## config.mk

```make
export PLATFORM = sky130hd
export DESIGN_NAME = arb_mux
export DESIGN_NICKNAME = d
export VERILOG_FILES = /design/src/rtl/arb_mux.sv
export SDC_FILE = /design/constraint.sdc
export NUM_CORES = 1
export LEC_CHECK = 0
export CORE_MARGIN = 2
export CORE_UTILIZATION = 40
export CTS_CLUSTER_DIAMETER = 30
export DETAILED_ROUTE_END_ITERATION = 6
export PLACE_DENSITY = 0.86
export SYNTH_ARGS = -nofsm -noshare
export SYNTH_HDL_FRONTEND = slang
export SYNTH_SLANG_ARGS = --single-unit
```

## constraint.sdc

```tcl
create_clock -name clk -period 14.6 [get_ports clk]
set_clock_uncertainty 0.2 [all_clocks]
set_input_delay 1.46 -clock clk [delete_from_list [all_inputs] [get_ports clk]]
set_output_delay 1.46 -clock clk [all_outputs]
set_load 0.05 [all_outputs]
```

## src/rtl/arb_mux.sv

```systemverilog
`default_nettype none
// ============================================================================
//  Module   : arb_mux
//  Purpose  : Registered N-channel arbitrating multiplexer. One channel is
//             granted per cycle by round-robin, fixed priority (lowest index)
//             or an explicit forced select; the winning word and its source
//             index are captured in a single output register.
//  Ports    : clk, rst        - clock, synchronous active-high reset
//             rr_mode         - 1 = round-robin, 0 = fixed priority
//             force_en/sel    - override arbitration with a channel index
//             in_valid/ready  - per-channel handshake (ready one-hot or zero)
//             in_data         - channel i at bits [i*WIDTH +: WIDTH]
//             out_valid/ready - output handshake
//             out_data/sel    - held beat and the channel it came from
//  Revision : 1.0 - initial release
// ============================================================================
module arb_mux #(
   parameter int WIDTH    = 32,
   parameter int CHANNELS = 9,
   parameter int SELW     = $clog2(CHANNELS)
) (
   input  logic                      clk,
   input  logic                      rst,
   input  logic                      rr_mode,
   input  logic                      force_en,
   input  logic [SELW-1:0]           force_sel,
   input  logic [CHANNELS-1:0]       in_valid,
   input  logic [CHANNELS*WIDTH-1:0] in_data,
   output logic [CHANNELS-1:0]       in_ready,
   output logic                      out_valid,
   output logic [WIDTH-1:0]          out_data,
   output logic [SELW-1:0]           out_sel,
   input  logic                      out_ready
);

   localparam logic [SELW:0]   C_NCH  = (SELW+1)'(CHANNELS);
   localparam logic [SELW-1:0] C_LAST = SELW'(CHANNELS-1);

   logic [WIDTH-1:0] ch_data [CHANNELS];

   logic [SELW-1:0]  ptr_q, ptr_d;
   logic             out_valid_q, out_valid_d;
   logic [WIDTH-1:0] out_data_q, out_data_d;
   logic [SELW-1:0]  out_sel_q, out_sel_d;

   logic             grant_vld;
   logic [SELW-1:0]  grant_idx;
   logic [SELW:0]    rr_sum;
   logic [SELW-1:0]  scan_idx;
   logic             space;
   logic             accept;

   for (genvar i = 0; i < CHANNELS; i++) begin : g_unpack
      assign ch_data[i] = in_data[i*WIDTH +: WIDTH];
   end

   // Grant selection. The scan visits channels in priority order and keeps
   // the first valid one; in round-robin mode the order starts at ptr_q.
   always_comb begin
      grant_vld = 1'b0;
      grant_idx = '0;
      rr_sum    = '0;
      scan_idx  = '0;
      if (force_en) begin
         // Out-of-range indices never grant, so the valid lookup is masked.
         if (({1'b0, force_sel} < C_NCH) && in_valid[force_sel]) begin
            grant_vld = 1'b1;
            grant_idx = force_sel;
         end
      end else begin
         for (int k = 0; k < CHANNELS; k++) begin
            rr_sum = {1'b0, ptr_q} + (SELW+1)'(k);
            if (rr_sum >= C_NCH) begin
               rr_sum = rr_sum - C_NCH;
            end
            scan_idx = rr_mode ? rr_sum[SELW-1:0] : SELW'(k);
            if (!grant_vld && in_valid[scan_idx]) begin
               grant_vld = 1'b1;
               grant_idx = scan_idx;
            end
         end
      end
   end

   // Handshake and next-state. A draining beat frees the register in the
   // same cycle, so a refill needs no bubble.
   always_comb begin
      space       = !out_valid_q || out_ready;
      accept      = grant_vld && space && !rst;
      in_ready    = '0;
      out_valid_d = out_valid_q;
      out_data_d  = out_data_q;
      out_sel_d   = out_sel_q;
      ptr_d       = ptr_q;
      if (accept) begin
         in_ready[grant_idx] = 1'b1;
         out_valid_d         = 1'b1;
         out_data_d          = ch_data[grant_idx];
         out_sel_d           = grant_idx;
         if (!force_en && rr_mode) begin
            ptr_d = (grant_idx == C_LAST) ? '0 : grant_idx + 1'b1;
         end
      end else if (out_ready) begin
         out_valid_d = 1'b0;
      end
   end

   always_ff @(posedge clk) begin
      if (rst) begin
         ptr_q       <= '0;
         out_valid_q <= 1'b0;
         out_data_q  <= '0;
         out_sel_q   <= '0;
      end else begin
         ptr_q       <= ptr_d;
         out_valid_q <= out_valid_d;
         out_data_q  <= out_data_d;
         out_sel_q   <= out_sel_d;
      end
   end

   assign out_valid = out_valid_q;
   assign out_data  = out_data_q;
   assign out_sel   = out_sel_q;

endmodule
`default_nettype wire

```

# Word level (Yosys, flattened, before mapping)
# Cells that the tools add are included.
# classes
add_sub_neg	18
n_lt_le_gt_ge	23
eq_ne	1
n_mux	86
n_bitwise	1
reduce_logical	27
# ops
operator	count
4-bit two-way mux	39
32-bit binary-select mux with 4-bit select	1
32-bit two-way mux	2
4-bit by 5-bit less-than comparator with 1-bit output (second input constant)	11
1-bit binary-select mux with 4-bit select	10
5-bit by 4-bit greater-or-equal comparator with 1-bit output (second input constant)	8
4-bit subtractor (second input constant)	9
1-bit two-way mux	32
4-bit by 3-bit adder with 5-bit output (second input constant)	4
1-bit logical AND	13
1-bit logical NOT	11
4-bit by 2-bit adder with 5-bit output (second input constant)	2
9-bit two-way mux	1
4-bit by 1-bit adder with 5-bit output (second input constant)	1
4-bit by 4-bit adder with 5-bit output (second input constant)	1
5-bit greater-or-equal comparator (second input constant)	1
4-bit NOT with 5-bit output	1
4-bit by 1-bit adder with 4-bit output (second input constant)	1
1-bit demux with 4-bit select	1
4-bit equality test (second input constant)	1
4-bit by 1-bit greater-or-equal comparator with 1-bit output (second input constant)	1
4-bit greater-or-equal comparator (second input constant)	1
4-bit less-than comparator (second input constant)	1
2-bit AND reduction	1
2 further kinds	2
# word_totals
register_bits	41
in_bits	306
out_inout_bits	46

# Logic depth before layout (Yosys ltp)
# Gate-level depths: netlist (run 1).
# logic_depth
ltp_word	45
ltp_mapped	23

# Worst setup path before layout (run 1)
# No wires, ideal clock.
# synth_path
kind	register -> output
startpoint	register ptr_q[2]
endpoint	output in_ready[0]
arrival_ps	5319
required_time_ps	12940
slack_ps	7621
path_stages_with_launch	21
path_buffers	5
path_cell_list	dfxtp_1 -> buf_4 -> clkinv_1 -> ha_1 -> buf_2 -> nand2b_1 -> o2111a_1 -> buf_4 -> mux2i_1 -> a2111oi_0 -> nor3_1 -> or3_1 -> or4b_4 -> nor3_4 -> nand3_2 -> a2111o_1 -> nand2_4 -> buf_6 -> buf_4 -> ha_1 -> and3_1
# synth_via
elab_chain_cells	45
word_cells_on_any_way	123
classes_between	17 x add/sub; 11 x order compare; 76 x mux; 19 x reduce/logical
# synth_rtl
item	line	rtl
start: declaration	41	logic [SELW-1:0] ptr_q, ptr_d;
start signal: assignment	115	ptr_q <= ptr_d;
branches (longest 44 deep; another with 4-bit by 1-bit adder with 5-bit output)	-	
9-bit two-way mux *	95	if (accept) begin
end: declaration	29	output logic [CHANNELS-1:0] in_ready,
# Mark *: on every way between the ends. The select of a mux whose other input is x is not followed.

# Final worst setup path (run 1)
# layout_path
startpoint	input rr_mode
endpoint	output in_ready[7]
# layout_via
elab_chain_cells	42
word_cells_on_any_way	79
classes_between	2 x order compare; 58 x mux; 19 x reduce/logical
# layout_rtl
item	line	rtl
start: declaration	24	input logic rr_mode,
4-bit two-way mux	76	scan_idx = rr_mode ? rr_sum[SELW-1:0] : SELW'(k);
1-bit binary-select mux with 4-bit select	77	if (!grant_vld && in_valid[scan_idx]) begin
1-bit two-way mux (implied by the code)	77	
1-bit two-way mux	77	
1-bit two-way mux	64	if (force_en) begin
1-bit logical NOT	77	
1-bit logical AND	77	
1-bit two-way mux	77	
[... 26 more ...]	-	
1-bit logical AND	77	
4-bit two-way mux	77	
4-bit two-way mux	64	
4-bit by 5-bit less-than comparator with 1-bit output (implied by the code) or 4-bit by 1-bit greater-or-equal comparator with 1-bit output (tied branches)	96	in_ready[grant_idx] = 1'b1;
1-bit logical AND (implied by the code)	96	
1-bit two-way mux (implied by the code)	96	
1-bit demux with 4-bit select	96	
9-bit two-way mux *	95	
# Every way passes the cells marked *; elsewhere a longest branch is shown, timed or not. The select of a mux whose other input is x is not followed.

==> impl_metrics.yaml, run 1 <==
global_route:
  antenna_found_initial: 15
  grt_pass1_wl_mm: 62.8
  grt_usage: 0.380
  grt_overflow: 0
  grt_pass1_vias: 10300
  grt_max_degree: 65
routing:
  drtIter0Drc: 1011
  wl_per_cell_um: 25.4
  top_layer: "met5"
  wl_mm: 42.6
  route.met3.wl_mm: 3.37
  vias: 10900
  drc: 0
  viasPerCell: 6.47
  wl_met1_mm: 14.9
  final_antenna_net_count: 0
  met2_length_mm: 20.6
  firstDrtPassIters: 6
die:
  die_area_um2: 21400
  pin_count: 352
  std_cell_rows: 52
  die_x_um: 146
  start_util: 0.404
  fp.dieH_um: 146
  core_um2: 20000
min_path:
  min_path_type: "register to register"
synth:
  synth_area_per_cell_um2: 7.20
  ys_seq_area_frac: 0.101
  syn-num-nets: 1456
  async_flop_share: 0
  ys_warn_count: 0
  synth_edf_count: 0
  synth_seq_cells: 41
  ys_types: 92
  synth_ff_type: "dfxtp_1"
  netlist_area_um2: 8100
  synthCells: 1125
critical_path:
  endpoint: "in_ready[7]"
  critPathLaunch: "rr_mode"
  worstSetupEndpointType: "primary output"
  reg2reg_from: "ptr_q[2]"
  crit_path_top_delay_cell: "clkdlybuf4s50_1"
  r2r-end: "out_data[20]"
  required_ns: 12.94
  path_cells: "clkdlybuf4s50_1, buf_4, nand2b_1, nor3_1, a31o_2, mux4_2, a22oi_1, and2_0, nor4b_1, o211ai_1, o21ai_0, a2111o_1, buf_4, nand2_4, inv_2, ha_1, and3_1, clkdlybuf4s50_1"
  worst_setup_path_start_kind: "input port"
  worstRegToRegCells: 19
  path_class: "input port to primary output"
  ff2ff_setup_slack_ns: 6.55
  cpPeakStageDelay_ns: 0.79
  cp.arrival_ns: 8.22
  critical_path.max_fanout: 59
clocking:
  cts_tree: "done"
  cts_resized: 0
  post_cts_buffers: 0
  clkSlewWorstSetupHoldPaths_ns: 0.06
  hold_buffers: 0
  clockBufferDepth: 2
  numCtsBuffers: 5
  cts_max_level: 2
  cts.sinks: 41
  clk_latency_ns: 0.28
  cts_root_buf: "clkbuf_16"
flow_run:
  maxCapViolations: 0
sta:
  hold_viol: 0
  rsz0062_at_grt: "false"
  worst_slew_pin_slew_ns: 1.10
  drv_slew: 0
  slew_headroom: 0.260
  max_freq_mhz: 101
  period_share: 0.676
  setup_viol: 0
  fin_tns_setup_ns: 0
  period_needed_ns: 9.88
pwr:
  ir_drop_mv: 0.0568
  fin_total_pwr_uw: 762
  power.density_nw_per_um2: 64.3
  p_leak_nw: 4.41
placement:
  gp_congestion: 1.01
  io_buffers: 351
  hpwl_mm: 33.9
layout:
  final_cell_mix: "clkdlybuf4s50_1 (351), a21oi_1 (106), nand2_1 (88)"
  area_delta_synth_final_pct: 46.2
  final_common_cell: "clkdlybuf4s50_1"
  drive_above_1_share: 0.0623
  fin_util: 0.591
  layout.nets: 1727
status:
  outcome: "finished, final reports clean"
-- synth_stat cells, types with 23 or more instances --
| master | count | area [um^2] |
|---|---|---|
| a31oi_1 | 41 | 257 |
| and3_1 | 50 | 313 |
| mux2_2 | 23 | 259 |
| a21o_1 | 40 | 300 |
| dfxtp_1 | 41 | 821 |
| mux2_1 | 51 | 574 |
| nand2_1 | 88 | 330 |
| a21oi_1 | 107 | 536 |
| ha_1 | 25 | 313 |
| buf_2 | 33 | 165 |
| clkbuf_1 | 58 | 218 |
| nor2_1 | 40 | 150 |
| mux2i_1 | 30 | 300 |
| nand3_1 | 57 | 285 |
| a311oi_1 | 36 | 315 |
| o21ai_0 | 64 | 320 |
| a211oi_1 | 41 | 308 |
-- power by group --
part | internal [mW] | switching (mW) | leakage [nW] | total [mW]
clock | 0.0855 | 0.0465 | 0.0842 | 0.132
combinational | 0.202 | 0.285 | 3.98 | 0.487
sequential | 0.130 | 0.0131 | 0.342 | 0.143
total | 0.417 | 0.345 | 4.41 | 0.762
-- registers in the layout, summed over array words and instances, names as in the netlist --
register and cells:
ptr_q 4, out_data 32, out_sel 4, out_valid 1
-- final cells by class --
class	count	area, um^2
multi-input cells	955	6730
diodes	14	35.0
inverters	21	78.8
clock inverters	1	30.0
well taps	270	338
fillers	1899	8200
flip-flops and latches	41	822
repair buffers	372	3670
clock buffers	7	143
-- worst max-delay path, delay by kind of cell --
kind / cells / cell delay (ns)
fa+ha+maj: 1 / 0.30
compound gates: 5 / 1.47
mux: 1 / 0.52
buf+inv: 5 / 2.63
simple gates: 6 / 1.74
-- kinds of logic after synthesis --
| family | share of synthesized area |
|---|---|
| muxes | 0.151 |
| adders and majority gates | 0.0386 |
| DFF | 0.101 |
| AOI/OAI and AO/OA | 0.379 |
| buffers and inverters | 0.0746 |
| xor gates and xnor gates | 0.0195 |
| and+or+nand+nor | 0.236 |
-- routing by layer --
layer,up-vias,GRT usage
met5,-,0
met4,2,0.293
met3,167,0.0484
met2,669,0.652
met1,5123,0.429
li1,4915,-
-- how the worst min path moves through the flow --
stage / from / cells after the start / slack (ns) / end
2_1_floorplan: ptr_q[1] / 3 / 0.51 / ptr_q[1]
3_3_place_gp: out_sel[2] / 2 / 0.28 / out_sel[2]
3_5_place_dp: out_sel[2] / 2 / 0.29 / out_sel[2]
4_1_cts: out_sel[2] / 2 / 0.30 / out_sel[2]
5_1_grt: out_valid / 2 / 0.34 / out_valid
6_report: out_sel[2] / 2 / 0.30 / out_sel[2]
-- through the flow --
| step | cells | area (um^2) | hold WS, ns | worst slack [ns] |
|---|---|---|---|---|
| floorplan | 1125 | 8100 | 0.510 | 7.62 |
| global placement | 1659 | 11600 | 0.276 | 5.06 |
| detailed placement | 1659 | 11600 | 0.289 | 4.85 |
| CTS | 1667 | 11800 | 0.304 | 4.83 |
| global route | 1681 | 11800 | 0.342 | 4.15 |
| finish | 1681 | 11800 | 0.301 | 4.72 |
(Power assumes the default switching activity.)
==> run 2, diff against run 1 <==
==> constraint.sdc (replaced) <==
create_clock -name clk -period 10 [get_ports clk]
set_clock_uncertainty 0.2 [all_clocks]
set_input_delay 1 -clock clk [delete_from_list [all_inputs] [get_ports clk]]
set_output_delay 1 -clock clk [all_outputs]
set_load 0.05 [all_outputs]
==> run 2 against run 1 <==
Against the previous run:
- via count grew 1.3%
- final area grew 0.34%
- register-to-register slack lost 4.3 ns
- final cell count shrank 0.30%
- critical path depth shrank 2
- total power grew 48%
- non-clock buffer count is the same
- global-route usage grew 1.7 points
- largest power group unchanged
==> impl_metrics.yaml, run 2 (same netlist as run 1, synthesis figures left out) <==
status:
  outcome: "finished, final reports clean"
die:
  fp.dieH_um: 146
  pin_count: 352
  die_x_um: 146
  core_um2: 20000
  die_area_um2: 21400
  std_cell_rows: 52
  start_util: 0.404
clocking:
  post_cts_buffers: 0
  cts.sinks: 41
  clockBufferDepth: 2
  hold_buffers: 0
  numCtsBuffers: 5
  cts_root_buf: "clkbuf_16"
  cts_tree: "done"
  clkSlewWorstSetupHoldPaths_ns: 0.06
  clk_latency_ns: 0.29
  cts_max_level: 2
  cts_resized: 0
layout:
  final_common_cell: "clkdlybuf4s50_1"
  fin_area_um2: 11900
  area_delta_synth_final_pct: 46.7
  layout.nets: 1727
  drive_above_1_share: 0.0651
  final_cell_mix: "clkdlybuf4s50_1 (347), a21oi_1 (106), nand2_1 (88)"
  largest_register_ffs: 32
  fin_util: 0.593
  final_cells: 1676
sta:
  hold_viol: 0
  fin_tns_setup_ns: 0
  period_needed_ns: 8.21
  max_freq_mhz: 122
  drv_slew: 0
  period_share: 0.821
  slew_headroom: 0.181
  fin_ws_ns: 1.79
  setup_viol: 0
  rsz0062_at_grt: "false"
  worst_slew_pin_slew_ns: 1.23
  hold_slack_ns: 0.315
critical_path:
  path_cells: "buf_4, ha_1, a21oi_2, o22ai_1, mux2i_1, mux2i_1, mux2i_1, a2111o_1, or4b_4, nor3_4, a31o_2, a31oi_1, or2_4, nor2_4, and3_1, clkdlybuf4s50_1"
  critPathLaunch: "ptr_q[2]"
  path_class: "register to primary output"
  cp_common_cell: "mux2i_1"
  crit_cells: 16
  reg2reg_from: "ptr_q[2]"
  crit_buf_inv: 2
  worst_setup_path_start_kind: "register"
  crit_path_top_delay_cell: "clkdlybuf4s50_1"
  path_delay_family: "simple AND/OR/NAND/NOR gates"
  cp.arrival_ns: 7.01
  critical_path.max_fanout: 37
  worstSetupEndpointType: "primary output"
  required_ns: 8.80
  cpPeakStageDelay_ns: 0.81
  worstRegToRegCells: 17
global_route:
  grt_max_degree: 73
  grt_overflow: 0
  grt_pass1_vias: 10600
  grt_usage: 0.397
  grt_pass1_wl_mm: 65.3
  antenna_found_initial: 9
pwr:
  power.density_nw_per_um2: 94.8
  p_leak_nw: 4.43
  fin_total_pwr_mw: 1.13
  ir_drop_mv: 0.0727
routing:
  vias: 11000
  wl_per_cell_um: 26.8
  firstDrtPassIters: 6
  viasPerCell: 6.57
  wl_mm: 45.0
  final_antenna_net_count: 0
  drtIter0Drc: 1183
  drc: 0
placement:
  dp_cells: 1659
  dpl_worst_slack_ns: 1.93
  io_buffers: 351
  hpwl_mm: 35.4
  gp_congestion: 1.04
  post_dp_cell_area_um2: 11700
min_path:
  hold_path.startpoint: "out_sel[2]"
  whs_path_depth: 2
  min_path_type: "register to register"
flow_run:
  maxCapViolations: 0
## run 2: cell count changes in the layout (fill, tap and decap cells not counted)
cell,previous run,this run
buf_12,0,5
clkdlybuf4s50_1,351,347
diode_2,14,9
buf_4,21,20
## run 2: report_power, final
part           switching [mW]  internal, mW  total (mW)  leakage (nW)
clock network          0.0713         0.125       0.196        0.0842
logic                   0.420         0.295       0.716          4.01
registers              0.0251         0.190       0.215         0.342
total                   0.517         0.610        1.13          4.43
## run 2: tightest hold or removal path, cell delays in order (launching register included)
cell     delay [ns]
dfxtp_1        0.33
mux2i_1        0.07
nor2_1         0.08
## run 2: cell type report
class / count / area (um^2)
fillers: 1890 / 8160
multi-input cells: 955 / 6730
repair buffers: 372 / 3720
flip-flops and latches: 41 / 822
well taps: 270 / 338
clock buffers: 7 / 143
inverters: 21 / 78.8
clock inverters: 1 / 30.0
diodes: 9 / 22.5
## run 2: per-layer routing
| layer | up-vias | part of all wire | wire length, um | track usage |
|---|---|---|---|---|
| met5 | - | 0 | 0 | 0 |
| met2 | 698 | 0.47 | 21300 | 0.663 |
| met3 | 171 | 0.081 | 3630 | 0.0672 |
| met1 | 5224 | 0.36 | 16100 | 0.452 |
| li1 | 4920 | - | - | - |
| met4 | 0 | 0.088 | 3960 | 0.308 |
## run 2: path summary, 6_finish.rpt
path             endpoint  slack (ns)
max reg2reg  out_data[19]        2.22
min            out_sel[2]        0.32
min reg2reg    out_sel[2]        0.32
max           in_ready[2]        1.79
==> run 3, diff against run 2 <==
==> constraint.sdc (replaced) <==
create_clock -name clk -period 7.8 [get_ports clk]
set_clock_uncertainty 0.2 [all_clocks]
set_input_delay 0.78 -clock clk [delete_from_list [all_inputs] [get_ports clk]]
set_output_delay 0.78 -clock clk [all_outputs]
set_load 0.05 [all_outputs]
==> run 3 against run 2 <==
Against the previous run:
- global-route usage down 0.37 points
- setup slack worse by 0.87 ns
- final area up 0.96%
- register-to-register slack worse by 1.3 ns
- critical path depth up 2
- clock power up 8%
- largest cell class unchanged
==> impl_metrics.yaml, run 3 (same netlist as run 1, synthesis figures left out) <==
status:
  outcome: "finished, final reports clean"
critical_path:
  worst_setup_path_start_kind: "register"
  critical_path.max_fanout: 49
  path_class: "register to register"
  r2r-end: "out_data[20]"
  required_ns: 7.74
  worstRegToRegCells: 18
  cp.arrival_ns: 6.82
  reg2reg_from: "ptr_q[0]"
  worstSetupEndpointType: "register"
  ff2ff_setup_slack_ns: 0.93
layout:
  final_cell_mix: "clkdlybuf4s50_1 (342), a21oi_1 (106), nand2_1 (88)"
  fin_util: 0.599
  fin_area_um2: 12000
  final_common_cell: "clkdlybuf4s50_1"
  area_delta_synth_final_pct: 48.1
  fillers: 1897
  largest_register_ffs: 32
  drive_above_1_share: 0.0806
  layout.nets: 1744
global_route:
  grtUsageMet3: 0.0694
  grt.met1_usage: 0.446
  met2_usage: 0.659
  grt.busiest_layer: "met2"
  antenna_found_initial: 17
  grt_pass1_wl_mm: 64.5
  grt_overflow: 0
  grt_usage: 0.394
  grt_max_degree: 99
  grt_pass1_vias: 10400
die:
  start_util: 0.404
  core_um2: 20000
  std_cell_rows: 52
  die_x_um: 146
  die_area_um2: 21400
  pin_count: 352
  fp.dieH_um: 146
clocking:
  hold_buffers: 0
  cts_max_level: 2
  cts_tree: "done"
  cts_resized: 0
  clockBufferDepth: 2
  cts_root_buf: "clkbuf_16"
  cts.sinks: 41
  numCtsBuffers: 5
  clk_latency_ns: 0.29
  clkSlewWorstSetupHoldPaths_ns: 0.07
  post_cts_buffers: 0
sta:
  slew_headroom: 0.427
  hold_viol: 0
  rsz0062_at_grt: "false"
  max_freq_mhz: 146
  period_needed_ns: 6.87
  setup_viol: 0
  period_share: 0.881
  worst_slew_pin_slew_ns: 0.858
  drv_slew: 0
  fin_tns_setup_ns: 0
placement:
  io_buffers: 351
  hpwl_mm: 35.4
  post_dp_cell_area_um2: 11800
  gp_congestion: 1.10
min_path:
  min_delay_worst_endpoint: "out_sel[2]"
  hold_path.startpoint: "out_sel[2]"
  min_path_type: "register to register"
  whs_path_depth: 2
pwr:
  ir_drop_mv: 0.103
  power.density_nw_per_um2: 118
  p_leak_nw: 4.52
routing:
  viasPerCell: 6.45
  vias: 11000
  firstDrtPassIters: 5
  drtIter0Drc: 1190
  wl_per_cell_um: 26.1
  wl_mm: 44.4
  final_antenna_net_count: 0
  drc: 0
flow_run:
  maxCapViolations: 0
## run 3: cell count changes in the layout (fill, tap and decap cells not counted), moves of 2 or more
| cell | previous run | this run |
|---|---|---|
| clkdlybuf4s50_1 | 347 | 342 |
| diode_2 | 9 | 15 |
| clkinv_2 | 0 | 2 |
| buf_4 | 20 | 41 |
## run 3: worst max path at each step
stage / to / from / depth (start not counted) / slack (ns)
after floorplan: in_ready[0] / ptr_q[2] / 20 / 1.50
after global placement: out_data[19] / rr_mode / 17 / 0.91
after detailed placement: out_data[19] / rr_mode / 17 / 0.90
after CTS: out_data[19] / ptr_q[0] / 18 / 1.05
after global routing: out_data[19] / ptr_q[0] / 18 / 0.58
final: out_data[20] / ptr_q[0] / 18 / 0.93
## run 3: layout make-up
class	count	area, um^2	area share
sequential	41	822	0.0685
antenna	15	37.5	0.00313
clock buffer	5	125	0.0104
timing repair buffer	389	3850	0.321
clock inverter	3	17.5	0.00146
inverter	21	78.8	0.00657
multi-input combinational	955	6730	0.561
tap	270	338	0.0282
## run 3: per-layer routing
layer / wire [um] / up-vias / share of wire
li1: - / 4963 / -
met1: 15800 / 5210 / 0.36
met2: 21500 / 637 / 0.48
met3: 3590 / 150 / 0.081
met4: 3460 / 2 / 0.078
met5: 9 / - / 0.00020
## run 3: where the power goes
part	internal, mW	switching, mW	total, mW
sequential	0.243	0.0248	0.268
combinational	0.389	0.546	0.935
clock	0.118	0.0937	0.211
## run 3: worst max-delay path, cell delays in order (launching register included)
cell and delay, ns:
dfxtp_2 0.53, buf_4 0.51, ha_1 0.38, a21oi_2 0.14, o22ai_1 0.31, mux2i_1 0.59, mux2i_1 0.26, mux2i_1 0.11
a2111o_1 0.48, or4b_4 0.57, a2111oi_0 0.41, a211oi_1 0.15, o31ai_4 0.50, buf_4 0.39, or3_1 0.18, buf_4 0.27
a21oi_1 0.07, a211oi_1 0.54, a311oi_1 0.12
## run 3: stage by stage
step	hold WS (ns)	total power, mW	setup slack (ns)	std cells
after global routing	0.330	1.47	0.585	1699
after detailed placement	0.293	1.18	0.899	1676
final	0.301	1.41	0.927	1699
after floorplan	0.510	0.792	1.50	1125
after CTS	0.308	1.39	1.05	1684
after global placement	0.274	1.18	0.907	1676
